$ cat config.mk
export PLATFORM = sky130hd
export DESIGN_NAME = midi_btn_event
export DESIGN_NICKNAME = d
export VERILOG_FILES = /design/src/rtl/midi_pkg.sv /design/src/rtl/btn_debounce.sv /design/src/rtl/midi_btn_event.sv
export SDC_FILE = /design/constraint.sdc
export NUM_CORES = 1
export LEC_CHECK = 0
export ABC_AREA = 0
export CAP_MARGIN = 25
export CELL_PAD_IN_SITES_DETAIL_PLACEMENT = 0
export CELL_PAD_IN_SITES_GLOBAL_PLACEMENT = 1
export CORE_MARGIN = 1.5
export CORE_UTILIZATION = 52
export CTS_CLUSTER_SIZE = 14
export DETAILED_ROUTE_END_ITERATION = 10
export GPL_TIMING_DRIVEN = 0
export PLACE_DENSITY = 0.95
export SYNTH_ARGS = -nofsm -noshare
export SYNTH_HDL_FRONTEND = slang
export SYNTH_SLANG_ARGS = --single-unit
$ cat constraint.sdc
create_clock -name clk -period 3.98 [get_ports clk]
set_input_delay 0.597 -clock clk [delete_from_list [all_inputs] [get_ports clk]]
set_output_delay 0.597 -clock clk [all_outputs]
set_load 0.01 [all_outputs]
$ cat src/rtl/midi_pkg.sv
// Shared constants and types for the MIDI button front-end.
// MIDI_BTN_RELEASE_EN adds the press/release polarity bit to queued events.
package midi_pkg;

  localparam logic [3:0] MIDI_CC_STATUS = 4'hB;
  localparam logic [7:0] CC_ON          = 8'h7F;
  localparam logic [7:0] CC_OFF         = 8'h00;

  // Index field sized for the largest supported button count (8).
  localparam int IDX_W = 3;

`ifdef MIDI_BTN_RELEASE_EN
  typedef struct packed {
    logic [IDX_W-1:0] index;
    logic             polarity;  // 1 = press, 0 = release
  } btn_evt_t;
`else
  typedef struct packed {
    logic [IDX_W-1:0] index;
  } btn_evt_t;
`endif

  typedef enum logic [1:0] {IDLE, STATUS, DATA1, DATA2} ser_state_t;

endpackage

$ cat src/rtl/btn_debounce.sv
// One button: 2-flop synchroniser, stability counter and debounced level.
module btn_debounce #(
  parameter int DEBOUNCE_CYC = 1_000_000
) (
  input  logic clk,
  input  logic rst,
  input  logic i_raw,
  output logic o_stable
);

  localparam int CNT_W = $clog2(DEBOUNCE_CYC);

  logic             r_meta;
  logic             r_sync;
  logic             r_stable;
  logic [CNT_W-1:0] r_cnt;

  always_ff @(posedge clk or negedge rst) begin
    if (!rst) begin
      r_meta   <= 1'b0;
      r_sync   <= 1'b0;
      r_stable <= 1'b0;
      r_cnt    <= '0;
    end else begin
      r_meta <= i_raw;
      r_sync <= r_meta;
      if (r_sync == r_stable) begin
        r_cnt <= '0;
      end else if (r_cnt == CNT_W'(DEBOUNCE_CYC - 1)) begin
        r_stable <= r_sync;
        r_cnt    <= '0;
      end else begin
        r_cnt <= r_cnt + CNT_W'(1);
      end
    end
  end

  assign o_stable = r_stable;

endmodule

$ cat src/rtl/midi_btn_event.sv
// Debounced buttons -> pending latches -> event FIFO -> 3-byte MIDI CC stream.
// Define MIDI_BTN_RELEASE_EN to also emit CC value 0x00 on button release.
module midi_btn_event
  import midi_pkg::*;
#(
  parameter int         NUM_BTN      = 4,
  parameter int         DEBOUNCE_CYC = 1_000_000,
  parameter int         FIFO_DEPTH   = 4,
  parameter logic [3:0] CHANNEL      = 4'h0,
  parameter logic [7:0] FIRST_CC     = 8'd46
) (
  input  logic               clk,
  input  logic               rst,
  input  logic [NUM_BTN-1:0] btn_raw,
  output logic [7:0]         msg_byte,
  output logic               msg_valid,
  input  logic               msg_ready,
  output logic               msg_last,
  output logic [NUM_BTN-1:0] btn_state,
  output logic               evt_drop
);

  localparam int PTR_W = $clog2(FIFO_DEPTH);

  logic [NUM_BTN-1:0] w_stable;
  logic [NUM_BTN-1:0] r_state_d;
  logic [NUM_BTN-1:0] w_rise;
  logic [NUM_BTN-1:0] w_edge;
  logic [NUM_BTN-1:0] r_pending;
  logic [NUM_BTN-1:0] w_grant;
  logic [NUM_BTN-1:0] w_clr;
  logic [IDX_W-1:0]   w_grant_idx;
  logic               w_push;
  logic               w_pop;
  logic               w_full;
  logic               w_empty;
  logic               r_evt_drop;
  btn_evt_t           w_push_evt;
  btn_evt_t           r_hold;
  btn_evt_t           r_mem [FIFO_DEPTH];
  logic [PTR_W-1:0]   r_wr_ptr;
  logic [PTR_W-1:0]   r_rd_ptr;
  logic [PTR_W:0]     r_count;
  ser_state_t         r_state;
  ser_state_t         w_state_nxt;
  logic [7:0]         w_data2;

  for (genvar g = 0; g < NUM_BTN; g++) begin : g_btn
    btn_debounce #(.DEBOUNCE_CYC(DEBOUNCE_CYC)) u_db (
      .clk      (clk),
      .rst      (rst),
      .i_raw    (btn_raw[g]),
      .o_stable (w_stable[g])
    );
  end

  assign btn_state = w_stable;
  assign w_rise    = w_stable & ~r_state_d;

`ifdef MIDI_BTN_RELEASE_EN
  logic [NUM_BTN-1:0] r_pol;
  logic               w_grant_pol;
  assign w_edge      = w_stable ^ r_state_d;
  assign w_push_evt  = '{index: w_grant_idx, polarity: w_grant_pol};
  assign w_data2     = r_hold.polarity ? CC_ON : CC_OFF;
`else
  assign w_edge      = w_rise;
  assign w_push_evt  = '{index: w_grant_idx};
  assign w_data2     = CC_ON;
`endif

  // Lowest index wins: scan downwards so the last match is the smallest.
  // NOTE: every always_comb output gets a default first; a path that leaves
  // one unassigned would infer a latch.
  always_comb begin
    w_grant     = '0;
    w_grant_idx = '0;
`ifdef MIDI_BTN_RELEASE_EN
    w_grant_pol = 1'b0;
`endif
    for (int i = NUM_BTN - 1; i >= 0; i--) begin
      if (r_pending[i]) begin
        w_grant     = '0;
        w_grant[i]  = 1'b1;
        w_grant_idx = IDX_W'(i);
`ifdef MIDI_BTN_RELEASE_EN
        w_grant_pol = r_pol[i];
`endif
      end
    end
  end

  assign w_full  = (r_count == (PTR_W + 1)'(FIFO_DEPTH));
  assign w_empty = (r_count == '0);
  assign w_push  = (|r_pending) && !w_full;
  assign w_clr   = w_push ? w_grant : '0;

  // An edge that lands while the same button's previous event is still
  // unqueued replaces it; one granted this cycle has already been saved.
  always_ff @(posedge clk or negedge rst) begin
    if (!rst) begin
      r_state_d  <= '0;
      r_pending  <= '0;
      r_evt_drop <= 1'b0;
    end else begin
      r_state_d  <= w_stable;
      r_pending  <= (r_pending & ~w_clr) | w_edge;
      r_evt_drop <= |(w_edge & r_pending & ~w_clr);
    end
  end

`ifdef MIDI_BTN_RELEASE_EN
  always_ff @(posedge clk or negedge rst) begin
    if (!rst) r_pol <= '0;
    else      r_pol <= (r_pol & ~w_edge) | (w_rise & w_edge);
  end
`endif

  assign evt_drop = r_evt_drop;

  // NOTE: the FIFO storage is deliberately not reset; the pointers and count
  // define validity, so the array can map onto plain RAM/registers.
  always_ff @(posedge clk) begin
    if (w_push) r_mem[r_wr_ptr] <= w_push_evt;
  end

  always_ff @(posedge clk or negedge rst) begin
    if (!rst) begin
      r_wr_ptr <= '0;
      r_rd_ptr <= '0;
      r_count  <= '0;
      r_hold   <= '0;
      r_state  <= IDLE;
    end else begin
      r_state <= w_state_nxt;
      if (w_push) r_wr_ptr <= r_wr_ptr + PTR_W'(1);
      if (w_pop) begin
        r_rd_ptr <= r_rd_ptr + PTR_W'(1);
        r_hold   <= r_mem[r_rd_ptr];
      end
      case ({w_push, w_pop})
        2'b10:   r_count <= r_count + (PTR_W + 1)'(1);
        2'b01:   r_count <= r_count - (PTR_W + 1)'(1);
        default: r_count <= r_count;
      endcase
    end
  end

  always_comb begin
    w_state_nxt = r_state;
    w_pop       = 1'b0;
    msg_valid   = 1'b0;
    msg_last    = 1'b0;
    msg_byte    = '0;
    case (r_state)
      IDLE: begin
        if (!w_empty) begin
          w_pop       = 1'b1;
          w_state_nxt = STATUS;
        end
      end
      STATUS: begin
        msg_valid = 1'b1;
        msg_byte  = {MIDI_CC_STATUS, CHANNEL};
        if (msg_ready) w_state_nxt = DATA1;
      end
      DATA1: begin
        msg_valid = 1'b1;
        msg_byte  = FIRST_CC + 8'(r_hold.index);
        if (msg_ready) w_state_nxt = DATA2;
      end
      DATA2: begin
        msg_valid = 1'b1;
        msg_last  = 1'b1;
        msg_byte  = w_data2;
        if (msg_ready) w_state_nxt = IDLE;
      end
      default: w_state_nxt = IDLE;
    endcase
  end

endmodule

==> summary.md <==
| Metric | Value |
|---|---|
| Ranking of synthesized cells by area | dfrtp_1, xnor2_1, nor2_1 |
| Register area | a little over 0.003 mm2 |
| Clock transition at the registers of the reported paths | approximately 0.060 ns |
| Setup ws final | 1.115 ns |
| Cell type with the largest total area after synthesis | dfrtp_1 |
| Post-synthesis compound-gate area fraction | 0.07177 |
| Nets@finish | 631 |
| Final hold vios | 0 |
| Global Route Usage Sum | 0.2088 |
| Synthesized area | 0.005788 mm2 |
| Synth Net Count | 590 |
| Post-synthesis xor/xnor area fraction | 0.08474 |
| Mapped Cells | 566 |
| Top-area cell type share of the netlist area | 0.4842 |
| Largest net degree at the start of global routing | 74 |
| Routed Antenna Nets | 0 |
| Seq/Total Area, Yosys | 0.5257 |
| Highest clock rate | 0.3491 GHz |
| I/O pin cnt | 22 |
| Status | complete, no violations |
| DRC errors left | 0 |
| Lkg Pwr | around 2.8 nW |
| Place WS | 1.465 ns |
| Antenna cells | 0 |
| Area share of fa/ha/maj cells after synthesis | 0.03805 |
| Routability cong. | 0.8128 |
| Die Wd | 108.5 um |
| Finished Core Util | 0.6256 |
| Hold-fix buffers, CTS | 0 |
| Die Span Y | 108.5 um |
| WL final | around 11 mm |
| Worst-margin pin slew | 0.6610 ns |
| Synth Flop Type | dfrtp_1 |
| Post-synth top cells | dfrtp_1, nor2_1, nand2_1 |
| Simple-gate share of the synthesized area | 0.2242 |
| Avg Cell Area, Syn | 10.23 um2 |
| Worst setup path category | flop to output port |
| Crit-path max FO | 6 |
| Peak supply drop | 0.0003422 V |
| Layout cells sized above 1 | 0.08871 |
| Vias in the first global route | 4,190 |
| Core Footprint | 0.01084 mm2 |
| Worst EP required | 3.38 ns |
| Critical Path Slowest Stage Cell | clkdlybuf4s50_1 |
| Area of the multi-input gates | roughly 0.0025 mm2 |
| Largest family of logic cells by synthesized area | simple AND/OR/NAND/NOR gates |
| CTS tree | yes |
| Initial antenna violation count | 0 |
| Rows | 38 |
| Final period utilization | 0.7197 |
| Number of synthesized flops with an enable pin | 8 |
| Filler cell count | about 900 |
| Clock skew | 0.007803 ns |
| Most frequent cell after synthesis | dfrtp_1 |
| PwrDens | between 400 and 500 mW/mm2 |
| GRT overflow | 0 |
| Mux share of post-synthesis cell area | 0.01924 |
| RSZ-0062 raised after global routing | no |
| Crit end category | output port |
| Post-synth cell types | 47 |
| Max_cap viols | 0 |
| Worst EP arrival | between 2 and 2.5 ns |
| Root Buffer Master | clkbuf_8 |
| Synth warn | 0 |
| Slew HR | 0.5584 |
| Max Transition Viols Final | 0 |
| Layout area overhead | 17.16% |
| CP Launch Type | flop |
| Pre-Repair DR Iteration Count | 4 |
| Die area | roughly 0.012 mm2 |
| Final setup viols | 0 |
| Starting Density | 0.5339 |
| CTS Buf Count | 17 |
| Worst Hold Class | input pin to async pin |
| IO Port Bufs | 21 |
| CP max stage delay | 0.52 ns |
| Clk sinks | 120 |
| Worst path cell trace | inv_1, ha_1, a21oi_1, nor2_1, buf_4, clkdlybuf4s50_1 |
| First-pass GRT wire length | ~19 mm |
| DRT iter0 DRCs | 188 |
| WL/cell | ~14 um |
| Setup TNS | 0 ns |
| CTS H-tree lvls | 4 |
| Final min period | approximately 2.9 ns |
| Yosys reg bits | 120 |
| DP HPWL | 7.060 mm |
| Clk buf depth | 2 |
| Clk_lat worst skew | 0.53 ns |
| Avg Vias per Cell | 5.553 |
| Post-cts sizing count | 0 |
| Asr flop ratio synth | 0.9333 |
| Hold_ws | about 0.051 ns |
| Via count | ~4,200 |
| Post-CTS Setup Inserts | 0 |
[worst paths after layout]
path / startpoint / to / slack, ns / cells past startpoint
max in group asynchronous: rst / g_btn[3].u_db.r_cnt[10] / 3.18 / 2
hold reg to reg: g_btn[2].u_db.r_meta / g_btn[2].u_db.r_sync / 0.35 / 0
setup reg to reg: r_count[1] / r_count[2] / 1.41 / 9
hold / removal: rst / g_btn[2].u_db.r_cnt[10] / 0.05 / 1
setup / recovery: r_state[0] / msg_byte[3] / 1.12 / 6
min in group clk: g_btn[2].u_db.r_meta / g_btn[2].u_db.r_sync / 0.35 / 0
[state kept, by name, indices dropped and copies added, names as in the netlist]
name / count
evt_drop: 1
g_btn.u_db.o_stable: 4
g_btn.u_db.r_cnt: 80
g_btn.u_db.r_meta: 4
g_btn.u_db.r_sync: 4
r_count: 3
r_hold: 2
r_mem: 8
r_pending: 4
r_rd_ptr: 2
r_state: 2
r_state_d: 4
r_wr_ptr: 2
[routing by layer]
metal,part of all wire,GRT usage,vias up
met5,0,0,-
met1,0.45,0.2652,2070
met4,0.020,0.09492,0
met2,0.49,0.3329,74
met3,0.040,0.05847,17
li1,-,-,2059
[report_power, final]
part	leakage [nW]	total (mW)	internal [mW]	switching, mW
logic	0.908	0.373	0.197	0.176
registers	1.59	1.29	1.26	0.0332
clock network	0.282	1.51	1.00	0.509
total	2.78	3.18	2.46	0.718
[final cells by class]
cell class / instances / area share
buffer: 19 / 0.01494
clock buffer: 21 / 0.06328
clock inverter: 11 / 0.02269
inverter: 29 / 0.01605
multi-input combinational: 398 / 0.3738
sequential: 120 / 0.4487
tap: 140 / 0.02583
timing repair buffer: 22 / 0.03469
[placed cells by master (no fill, tap or decap), drive strengths merged, types with 16 or more instances in the layout]
cell / instances
inv: 29
nand4: 19
nor3: 16
clkbuf: 28
clkdlybuf4s50: 20
xnor2: 31
xor2: 25
o21ai: 25
nand2: 36
a21oi: 31
ha: 16
nor2: 67
dfrtp: 112
nand3: 31
[cells by family (layout without fill, tap and decap cells)]
kind of cell / after synthesis / after routing
multiplexers: 8 / 8
AO/OA/AOI/OAI: 71 / 71
XOR/XNOR: 56 / 56
adder cells (fa/ha/maj): 17 / 17
flip-flops: 120 / 120
buffers and inverters: 48 / 102
AND/OR/NAND/NOR: 246 / 246
[through the flow]
| stage | area [um2] | cells | power, mW |
|---|---|---|---|
| 3_5_place_dp | 6198 | 728 | 1.690 |
| 4_1_cts | 6782 | 760 | 3.209 |
| 5_1_grt | 6782 | 760 | 3.318 |
| 3_3_place_gp | 6173 | 727 | 1.676 |
| 2_1_floorplan | 5788 | 566 | 1.506 |
| 6_report | 6782 | 760 | 3.178 |
[critical path, delay by kind of cell (launching register included)]
family,cells,cell delay (ns)
flip-flops,1,0.44
AO/OA/AOI/OAI,1,0.08
adder cells (fa/ha/maj),1,0.25
buffers and inverters,3,0.81
AND/OR/NAND/NOR,1,0.17
Power figures use the tool's default switching activity.
